[src/rtl/cu_sched_pkg.sv]
`default_nettype none
// =============================================================================
// Module   : cu_sched_pkg
// Purpose  : Shared route codes, unit FSM encoding and result tags for the
//            compute-unit dispatch arbiter.
// Revision : 1.0 - initial release
// =============================================================================
package cu_sched_pkg;

    localparam logic [1:0] ROUTE_ANY = 2'b00;
    localparam logic [1:0] ROUTE_U0  = 2'b01;
    localparam logic [1:0] ROUTE_U1  = 2'b10;
    localparam logic [1:0] ROUTE_BC  = 2'b11;

    typedef enum logic [1:0] {
        ST_IDLE  = 2'd0,
        ST_ISSUE = 2'd1,
        ST_BUSY  = 2'd2,
        ST_HOLD  = 2'd3
    } unit_state_t;

    localparam logic [1:0] TAG_U0 = 2'b01;
    localparam logic [1:0] TAG_U1 = 2'b10;
    localparam logic [1:0] TAG_BC = 2'b11;

    // Replicated across the result width to form the all-ones error result.
    localparam logic ERR_FILL = 1'b1;

endpackage
`default_nettype wire

[src/rtl/sync_fifo.sv]
`default_nettype none
// =============================================================================
// Module   : sync_fifo
// Purpose  : Single-clock valid/ready FIFO with registered full/empty flags.
// Revision : 1.0 - initial release
// =============================================================================
module sync_fifo #(
    parameter int WIDTH = 16,
    parameter int DEPTH = 2
) (
    input  logic             clk,
    input  logic             rst,
    input  logic             wr_valid,
    output logic             wr_ready,
    input  logic [WIDTH-1:0] wr_data,
    output logic             rd_valid,
    input  logic             rd_ready,
    output logic [WIDTH-1:0] rd_data
);
    localparam int AW = $clog2(DEPTH);
    localparam int CW = AW + 1;

    logic [WIDTH-1:0] mem [DEPTH];
    logic [AW-1:0]    wr_ptr;
    logic [AW-1:0]    rd_ptr;
    logic [CW-1:0]    count_q;
    logic [CW-1:0]    count_d;
    logic             full_q;
    logic             empty_q;
    logic             push;
    logic             pop;

    assign push     = wr_valid & ~full_q;
    assign pop      = rd_ready & ~empty_q;
    assign wr_ready = ~full_q;
    assign rd_valid = ~empty_q;
    assign rd_data  = mem[rd_ptr];

    always_comb begin
        count_d = count_q;
        if (push && !pop) begin
            count_d = count_q + 1'b1;
        end else if (!push && pop) begin
            count_d = count_q - 1'b1;
        end
    end

    always_ff @(posedge clk) begin
        if (rst) begin
            wr_ptr  <= '0;
            rd_ptr  <= '0;
            count_q <= '0;
            full_q  <= 1'b0;
            empty_q <= 1'b1;
        end else begin
            if (push) wr_ptr <= wr_ptr + 1'b1;
            if (pop)  rd_ptr <= rd_ptr + 1'b1;
            count_q <= count_d;
            full_q  <= (count_d == CW'(DEPTH));
            empty_q <= (count_d == '0);
        end
    end

    always_ff @(posedge clk) begin
        if (push) mem[wr_ptr] <= wr_data;
    end

endmodule
`default_nettype wire

[src/rtl/cu_dispatch_arbiter.sv]
`default_nettype none
// =============================================================================
// Module   : cu_dispatch_arbiter
// Purpose  : Routes FIFO-buffered instructions to two compute units and returns
//            their results round-robin on one tagged port. Optional per-unit
//            watchdog enabled by defining CU_WATCHDOG_EN.
// Revision : 1.0 - initial release
// =============================================================================
module cu_dispatch_arbiter
    import cu_sched_pkg::*;
#(
    parameter int INSTR_W = 16,
    parameter int DATA_W  = 8,
    parameter int QDEPTH  = 2,
    parameter int TIMEOUT = 255
) (
    input  logic               clk,
    input  logic               rst,
    input  logic               in_valid,
    output logic               in_ready,
    input  logic [INSTR_W-1:0] in_instr,
    output logic               u0_valid,
    input  logic               u0_ready,
    output logic [INSTR_W-1:0] u0_instr,
    input  logic               u0_done,
    input  logic [DATA_W-1:0]  u0_result,
    output logic               u1_valid,
    input  logic               u1_ready,
    output logic [INSTR_W-1:0] u1_instr,
    input  logic               u1_done,
    input  logic [DATA_W-1:0]  u1_result,
    output logic               res_valid,
    input  logic               res_ready,
    output logic [DATA_W-1:0]  res_data,
    output logic [1:0]         res_unit,
    output logic               res_err
);
    logic               head_valid;
    logic [INSTR_W-1:0] head_instr;
    logic               head_pop;
    logic [1:0]         route;

    unit_state_t        st_q    [2];
    unit_state_t        st_d    [2];
    logic [INSTR_W-1:0] instr_q [2];
    logic [INSTR_W-1:0] instr_d [2];
    logic [DATA_W-1:0]  hold_q  [2];
    logic [DATA_W-1:0]  hold_d  [2];
    logic [DATA_W-1:0]  u_result [2];
    logic [1:0]         err_q, err_d;
    logic [1:0]         u_ready, u_done, idle, holding, issue, grant;

    logic               disp_rr_q, disp_rr_d;
    logic               res_rr_q, res_rr_d;
    logic               bc_pending_q, bc_pending_d;
    logic               bc_set, bc_clr, load_ok;

    logic               res_valid_q, res_valid_d;
    logic [DATA_W-1:0]  res_data_q, res_data_d;
    logic [1:0]         res_unit_q, res_unit_d;
    logic               res_err_q, res_err_d;

`ifdef CU_WATCHDOG_EN
    localparam int WD_W = $clog2(TIMEOUT + 1);
    logic [WD_W-1:0]    wd_q [2];
    logic [WD_W-1:0]    wd_d [2];
`endif

    sync_fifo #(.WIDTH(INSTR_W), .DEPTH(QDEPTH)) u_fifo (
        .clk      (clk),
        .rst      (rst),
        .wr_valid (in_valid),
        .wr_ready (in_ready),
        .wr_data  (in_instr),
        .rd_valid (head_valid),
        .rd_ready (head_pop),
        .rd_data  (head_instr)
    );

    assign route       = head_instr[INSTR_W-1 -: 2];
    assign u_ready     = {u1_ready, u0_ready};
    assign u_done      = {u1_done, u0_done};
    assign u_result[0] = u0_result;
    assign u_result[1] = u1_result;
    assign idle        = {st_q[1] == ST_IDLE, st_q[0] == ST_IDLE};
    assign holding     = {st_q[1] == ST_HOLD, st_q[0] == ST_HOLD};
    assign head_pop    = |issue;
    assign load_ok     = ~res_valid_q | res_ready;

    assign u0_valid  = (st_q[0] == ST_ISSUE);
    assign u1_valid  = (st_q[1] == ST_ISSUE);
    assign u0_instr  = instr_q[0];
    assign u1_instr  = instr_q[1];
    assign res_valid = res_valid_q;
    assign res_data  = res_data_q;
    assign res_unit  = res_unit_q;
    assign res_err   = res_err_q;

    // Dispatch of the FIFO head; a pending broadcast freezes all dispatch.
    always_comb begin
        issue     = 2'b00;
        disp_rr_d = disp_rr_q;
        bc_set    = 1'b0;
        if (head_valid && !bc_pending_q) begin
            case (route)
                ROUTE_U0: issue[0] = idle[0];
                ROUTE_U1: issue[1] = idle[1];
                ROUTE_BC: begin
                    if (&idle) begin
                        issue  = 2'b11;
                        bc_set = 1'b1;
                    end
                end
                default: begin
                    if (idle[disp_rr_q]) begin
                        issue[disp_rr_q] = 1'b1;
                        disp_rr_d        = ~disp_rr_q;
                    end else if (idle[~disp_rr_q]) begin
                        issue[~disp_rr_q] = 1'b1;
                    end
                end
            endcase
        end
    end

    always_comb begin
        grant    = 2'b00;
        res_rr_d = res_rr_q;
        bc_clr   = 1'b0;
        if (load_ok) begin
            if (bc_pending_q) begin
                if (&holding) begin
                    grant  = 2'b11;
                    bc_clr = 1'b1;
                end
            end else if (&holding) begin
                grant[res_rr_q] = 1'b1;
                res_rr_d        = ~res_rr_q;
            end else begin
                grant = holding;
            end
        end

        res_valid_d = (res_valid_q & ~res_ready) | (|grant);
        res_data_d  = res_data_q;
        res_unit_d  = res_unit_q;
        res_err_d   = res_err_q;
        if (grant == 2'b11) begin
            res_data_d = hold_q[0] ^ hold_q[1];
            res_unit_d = TAG_BC;
            res_err_d  = |err_q;
        end else if (grant[0]) begin
            res_data_d = hold_q[0];
            res_unit_d = TAG_U0;
            res_err_d  = err_q[0];
        end else if (grant[1]) begin
            res_data_d = hold_q[1];
            res_unit_d = TAG_U1;
            res_err_d  = err_q[1];
        end

        bc_pending_d = bc_set | (bc_pending_q & ~bc_clr);
    end

    always_comb begin
        err_d = err_q;
        for (int i = 0; i < 2; i++) begin
            st_d[i]    = st_q[i];
            instr_d[i] = instr_q[i];
            hold_d[i]  = hold_q[i];
`ifdef CU_WATCHDOG_EN
            wd_d[i]    = wd_q[i];
`endif
            case (st_q[i])
                ST_IDLE: begin
                    if (issue[i]) begin
                        st_d[i]    = ST_ISSUE;
                        instr_d[i] = head_instr;
                    end
                end
                ST_ISSUE: begin
                    if (u_ready[i]) begin
                        st_d[i] = ST_BUSY;
`ifdef CU_WATCHDOG_EN
                        wd_d[i] = '0;
`endif
                    end
                end
                ST_BUSY: begin
                    if (u_done[i]) begin
                        st_d[i]   = ST_HOLD;
                        hold_d[i] = u_result[i];
                        err_d[i]  = 1'b0;
                    end
`ifdef CU_WATCHDOG_EN
                    else if (wd_q[i] == WD_W'(TIMEOUT - 1)) begin
                        st_d[i]   = ST_HOLD;
                        hold_d[i] = {DATA_W{ERR_FILL}};
                        err_d[i]  = 1'b1;
                    end else begin
                        wd_d[i] = wd_q[i] + 1'b1;
                    end
`endif
                end
                ST_HOLD: begin
                    if (grant[i]) st_d[i] = ST_IDLE;
                end
                default: st_d[i] = ST_IDLE;
            endcase
        end
    end

    always_ff @(posedge clk) begin
        if (rst) begin
            for (int i = 0; i < 2; i++) begin
                st_q[i]    <= ST_IDLE;
                instr_q[i] <= '0;
                hold_q[i]  <= '0;
`ifdef CU_WATCHDOG_EN
                wd_q[i]    <= '0;
`endif
            end
            err_q        <= 2'b00;
            disp_rr_q    <= 1'b0;
            res_rr_q     <= 1'b0;
            bc_pending_q <= 1'b0;
            res_valid_q  <= 1'b0;
            res_data_q   <= '0;
            res_unit_q   <= 2'b00;
            res_err_q    <= 1'b0;
        end else begin
            for (int i = 0; i < 2; i++) begin
                st_q[i]    <= st_d[i];
                instr_q[i] <= instr_d[i];
                hold_q[i]  <= hold_d[i];
`ifdef CU_WATCHDOG_EN
                wd_q[i]    <= wd_d[i];
`endif
            end
            err_q        <= err_d;
            disp_rr_q    <= disp_rr_d;
            res_rr_q     <= res_rr_d;
            bc_pending_q <= bc_pending_d;
            res_valid_q  <= res_valid_d;
            res_data_q   <= res_data_d;
            res_unit_q   <= res_unit_d;
            res_err_q    <= res_err_d;
        end
    end

endmodule
`default_nettype wire
[config.mk]
export PLATFORM = sky130hd
export DESIGN_NAME = cu_dispatch_arbiter
export DESIGN_NICKNAME = d
export VERILOG_FILES = /design/src/rtl/cu_sched_pkg.sv /design/src/rtl/sync_fifo.sv /design/src/rtl/cu_dispatch_arbiter.sv
export SDC_FILE = /design/constraint.sdc
export NUM_CORES = 1
export LEC_CHECK = 0
export ABC_CLOCK_PERIOD_IN_PS = 3100
export CORE_ASPECT_RATIO = 1.4
export CORE_UTILIZATION = 45
export DETAILED_ROUTE_END_ITERATION = 8
export PLACE_DENSITY_LB_ADDON = 0.08
export SLEW_MARGIN = 20
export SYNTH_ARGS = -nofsm -noshare
export SYNTH_HDL_FRONTEND = slang
export SYNTH_HIERARCHICAL = 1
export SYNTH_SLANG_ARGS = --single-unit
export TNS_END_PERCENT = 1
[constraint.sdc]
create_clock -name clk -period 3.1 [get_ports clk]
set_input_delay 0.31 -clock clk [delete_from_list [all_inputs] [get_ports clk]]
set_output_delay 0.31 -clock clk [all_outputs]
set_load 0.05 [all_outputs]
Word level (Yosys, flattened, before mapping) --
Memories as Yosys holds them, arrays and structs flattened. A register that Yosys moved wholly into a read port is not among the register bits. Index checks and enable logic that the tools add are counted.
Operators by class: add/subtract/negate cells 4, order comparisons 6, eq/ne operators 11, mux-type cells 68, bitwise operators 23, reductions and logical operators 20
Operator list (count):
- 16-bit two-way mux | 6
- 8-bit two-way mux | 9
- 2-bit two-way mux | 23
- 1-bit two-way mux | 23
- 2-bit equality test (second input constant) | 8
- 2-bit one-hot mux with 4 select lines | 2
- 1-bit NOT | 9
- 1-bit OR | 9
- 8-bit XOR | 1
- 2-bit by 1-bit equality test with 1-bit output (second input constant) | 3
- 1-bit logical AND | 6
- 2-bit logical NOT | 3
- 1-bit by 2-bit less-than comparator with 1-bit output (second input constant) | 3
- 1-bit one-hot mux with 3 select lines | 2
- 1-bit AND | 4
- 2-bit AND reduction | 2
- 4-bit AND reduction | 1
- 2-bit OR reduction | 2
- 1-bit demux with 1-bit select | 3
- 1-bit >= comparator (second input constant) | 3
- 1-bit logical NOT | 3
- 3-bit AND reduction | 1
- 3-bit nonzero test | 1
- 3-bit OR reduction | 1
- other kinds (3) | 4
Word-level totals: bits in registers 21, memory bits (writable) 84, logic and storage cells 148, memories kept 4
Memory list:
- instr_q | depth 2, width 16, read ports 2, clocked after Yosys merged registers in 0, write ports 2, line cu_dispatch_arbiter.sv:45 | logic [INSTR_W-1:0] instr_q [2];
- u_fifo.mem | depth 2, width 16, read ports 1, clocked after Yosys merged registers in 1, write ports 1, line sync_fifo.sv:23 | logic [WIDTH-1:0] mem [DEPTH];
- hold_q | depth 2, width 8, read ports 2, clocked after Yosys merged registers in 0, write ports 2, line cu_dispatch_arbiter.sv:47 | logic [DATA_W-1:0] hold_q [2];
- st_q | depth 2, width 2, read ports 2, clocked after Yosys merged registers in 0, write ports 2, line cu_dispatch_arbiter.sv:43 | unit_state_t st_q [2];

Logic depth before layout (Yosys ltp) --
depth in word-level cells 15, mapped depth 10

Hierarchy --
The synthesis kept the hierarchy.
By module, submodules not included:
- cu_dispatch_arbiter | times used 1, cells an instance 317, area an instance 2865.2 um2
- sync_fifo | times used 1, cells an instance 88, area an instance 1485.2 um2

Least setup slack after synthesis --
Ideal clock, no wire load.
path type reg-to-reg, from reg (tool-made name), to reg u_fifo.count_q[1], setup time 0.080 ns, data arrival time 2.331 ns, data required time 3.020 ns, setup slack 0.689 ns, cell stages (with the launch flop) 11, cell sequence dfxtp_1 -> clkbuf_1 -> mux2_2 -> nand2b_1 -> a21oi_1 -> a21oi_1 -> nand2_1 -> or2b_2 -> and3_2 -> o21ai_0 -> nor3b_1
RTL lines:
- end signal, assigned | line sync_fifo.sv:58 | count_q <= count_d;
- end, declared | line sync_fifo.sv:26 | logic [CW-1:0] count_q;

==> flow_metrics.env <==
export IMPL_status="complete, no violations"
export IMPL_ys_seq_area_share_pct=55.68
export IMPL_clk_pin_slew_ns=0.07
export IMPL_drcViolationCount=0
export IMPL_post_route_min_period_ns=2.553
export IMPL_clock_skew_ns=0.008913
export IMPL_reg2reg_slack_ns=0.55
export IMPL_grt_first_pass_wirelength_microns=14970
export IMPL_final_common_cell="clkdlybuf4s50_1"
export IMPL_die_area_sq_mm=0.01007
export IMPL_grt_usage_pct=18.85
export IMPL_r2r_end="u_fifo/count_q[1]"
export IMPL_die_w_microns=85.10
export IMPL_period_share_pct=82.37
export IMPL_grt_max_degree=46
export IMPL_yosysUniqueCellTypes=46
export IMPL_placementRows=42
export IMPL_dp_cells=586
export IMPL_synth_compound_area_share_pct=7.420
export IMPL_synth_adder_area_share_pct=2.876
export IMPL_synth_warnings=6
export IMPL_gp_congestion=0.7470
export IMPL_crit_end="u_fifo/count_q[1]"
export IMPL_stdcell_count=602
export IMPL_slowest_delay_ns=0.47
export IMPL_drtPass1Iterations=4
export IMPL_wl_met3_microns=311
export IMPL_drt_iter0_markers=118
export IMPL_wl_microns=8815
export IMPL_layout_nets=537
export IMPL_grt_pass1_vias=3069
export IMPL_cts_tree="done"
export IMPL_fmax_ghz=0.3916
export IMPL_hp_class="in2reg"
export IMPL_yosysTopAreaCell="dfxtp_1"
export IMPL_slew_headroom_pct=43.70
export IMPL_syn_num_nets=455
export IMPL_io_pins=87
export IMPL_cts_hold_buf=0
export IMPL_reg2regPathDepth=9
export IMPL_crit_type="reg2reg"
export IMPL_muxShareOfSynthArea_pct=11.96
export IMPL_io_buffer_count=85
export IMPL_clk_latency_ns=0.34
export IMPL_wl_per_cell_microns=14.64
export IMPL_synth_top_area_share_pct=33.59
export IMPL_crit_required_ns=3.36
export IMPL_synthCells=405
export IMPL_via_count=3145
export IMPL_start_util_pct=46.25
export IMPL_synth_area_leaders="dfxtp_1 34%, edfxtp_1 22%, mux2i_1 7.8%, mux2_2 4.1%, nor2_1 4.1%"
export IMPL_htree_levels=3
export IMPL_endpoint_kind="flip-flop"
export IMPL_synth_xor_area_share_pct=2.617
export IMPL_syn2layout_area_growth_pct=27.96
export IMPL_cp_start_kind="flip-flop"
export IMPL_cts_max_path_buffers=2
export IMPL_finalHoldViolations=0
export IMPL_cp_max_fo=7
export IMPL_rsz0062_at_grt="false"
export IMPL_leakage_uw=0.002188
export IMPL_cts_made_buffers=9
export IMPL_antenna_found_initial=0
export IMPL_p_per_area_mw_per_mm2=850.5
export IMPL_worstMarginPinSlew_ns=0.8446
export IMPL_synth_simple_area_share_pct=15.73
export IMPL_synth_main_ff_cell="dfxtp_1"
export IMPL_max_cap_violations=0
export IMPL_wirelength_met1_microns=3808
export IMPL_ir_worst_vdd_mv=0.3212
export IMPL_drtAntennaViolNets=0
export IMPL_synth_edf_count=32
export IMPL_cts_setup_buffers=0
export IMPL_gr_total_overflow=0
export IMPL_dp_hpwl_microns=6153
export IMPL_final_setup_tns_ns=0
export IMPL_num_antenna_cells=0
export IMPL_setup_violations=0
export IMPL_avgSynthCellArea_sq_um=10.74
export IMPL_coreArea_sq_mm=0.009407
export IMPL_die_h_microns=118.3
export IMPL_cts_resized_gates=0
export IMPL_crit_chain="mux2_2, nand2b_1, a21oi_1, a21oi_1, nand2_1, or2b_2, and3_2, o21ai_0, nor3b_1"
export IMPL_slew_violations=0
export IMPL_worstHoldStart="rst"
export IMPL_final_cell_mix="84 x clkdlybuf4s50_1, 73 x dfxtp_1, 47 x nor2_1"
export IMPL_synth_seq_cells=105
export IMPL_cpMostUsedCell="a21oi_1"
export IMPL_cts_num_sinks=105
export IMPL_critical_path_slowest_cell="dfxtp_1"
export IMPL_dr_wl_met2_microns=4564
export IMPL_async_flop_share_pct=0
export IMPL_crit_arrival_ns=2.81
export IMPL_synth_top_family_by_area="simple AND/OR/NAND/NOR gates"
export IMPL_layout_drive_gt1_share_pct=8.943
export IMPL_netlist_area_sq_mm=0.004350
export IMPL_viasPerCell=5.224
export IMPL_routed_top_layer="met4"
export IMPL_root_buffer="clkbuf_16"
## state kept, by name (all words and copies together) (netlist names), 2 cells and up, named ones only
name            cells
hold_q             16
instr_q            32
res_data            8
res_unit            2
st_q                4
u_fifo/count_q      2
u_fifo/mem         32
## cells by family after synthesis
group | Yosys count
compound gates | 50
xor+xnor | 13
fa+ha+maj | 10
buf+inv | 31
flops | 105
mux | 50
other cells | 1
simple gates | 145
## worst max-delay path, delay by kind of cell, from the launching register on
kind             cells  cell delay, ns
AND/OR/NAND/NOR      5            0.99
AO/OA/AOI/OAI        3            0.58
flip-flops           1            0.47
multiplexers         1            0.43
## worst min path at each step
| stage | endpoint | slack (ns) | cells past startpoint |
|---|---|---|---|
| floorplan | u_fifo/full_q | 0.38 | 1 |
| global placement | res_data[7] | 0.44 | 2 |
| detailed placement | res_data[5] | 0.45 | 2 |
| CTS | instr_q[0][31] | 0.42 | 2 |
| global route | instr_q[0][14] | 0.45 | 2 |
| finish | instr_q[0][31] | 0.42 | 2 |
## area by class of cell
cell class | instances | area [sq um]
Sequential cell | 105 | 2422
Inverter | 12 | 45.04
Clock inverter | 3 | 47.55
Timing Repair Buffer | 90 | 883.3
Tap cell | 110 | 137.6
Clock buffer | 13 | 260.3
Multi-Input combinational cell | 269 | 1770
Fill cell | 827 | 3840
## per-stage QoR
step | utilization (%) | total power (uW) | hold WS (ns) | setup WS [ns] | instance area (sq um)
global placement | 55.91 | 3589 | 0.4408 | 0.6681 | 5259
floorplan | - | 3147 | 0.3791 | 0.6889 | 4350
global route | 59.18 | 4987 | 0.4508 | 0.3800 | 5567
detailed placement | 55.91 | 3620 | 0.4467 | 0.5777 | 5259
finish | 59.18 | 4735 | 0.4221 | 0.5467 | 5567
CTS | 59.18 | 4781 | 0.4237 | 0.5310 | 5567
## layer usage
metal	vias to the layer above	global-route usage [%]
met2	75	32.56
met4	0	6.992
met1	1501	23.15
li1	1560	-
met3	9	3.492
met5	-	0
## Yosys cell counts (2+ instances only)
master and instances:
a211o_1 2, a21oi_1 33, a221o_1 2, and4_1 2, buf_2 2, buf_4 2, buf_6 2, clkbuf_1 11
dfxtp_1 73, edfxtp_1 32, ha_1 10, inv_1 12, mux2_2 16, mux2i_1 34, nand2_1 46, nand2b_1 5
nand3_1 18, nand3b_1 2, nand4_1 2, nor2_1 47, nor2b_1 3, nor3_1 8, nor3b_1 2, o211a_1 2
o21ai_0 3, or3b_1 2, xnor2_1 13
## power by group
part / switching [uW] / leakage [uW] / internal [uW] / total [uW]
Combinational: 1060 / 0.00115 / 721 / 1780
Sequential: 143 / 0.000892 / 1660 / 1800
Clock: 479 / 0.000150 / 675 / 1150
Note: power is estimated with default switching activity, not from simulation.
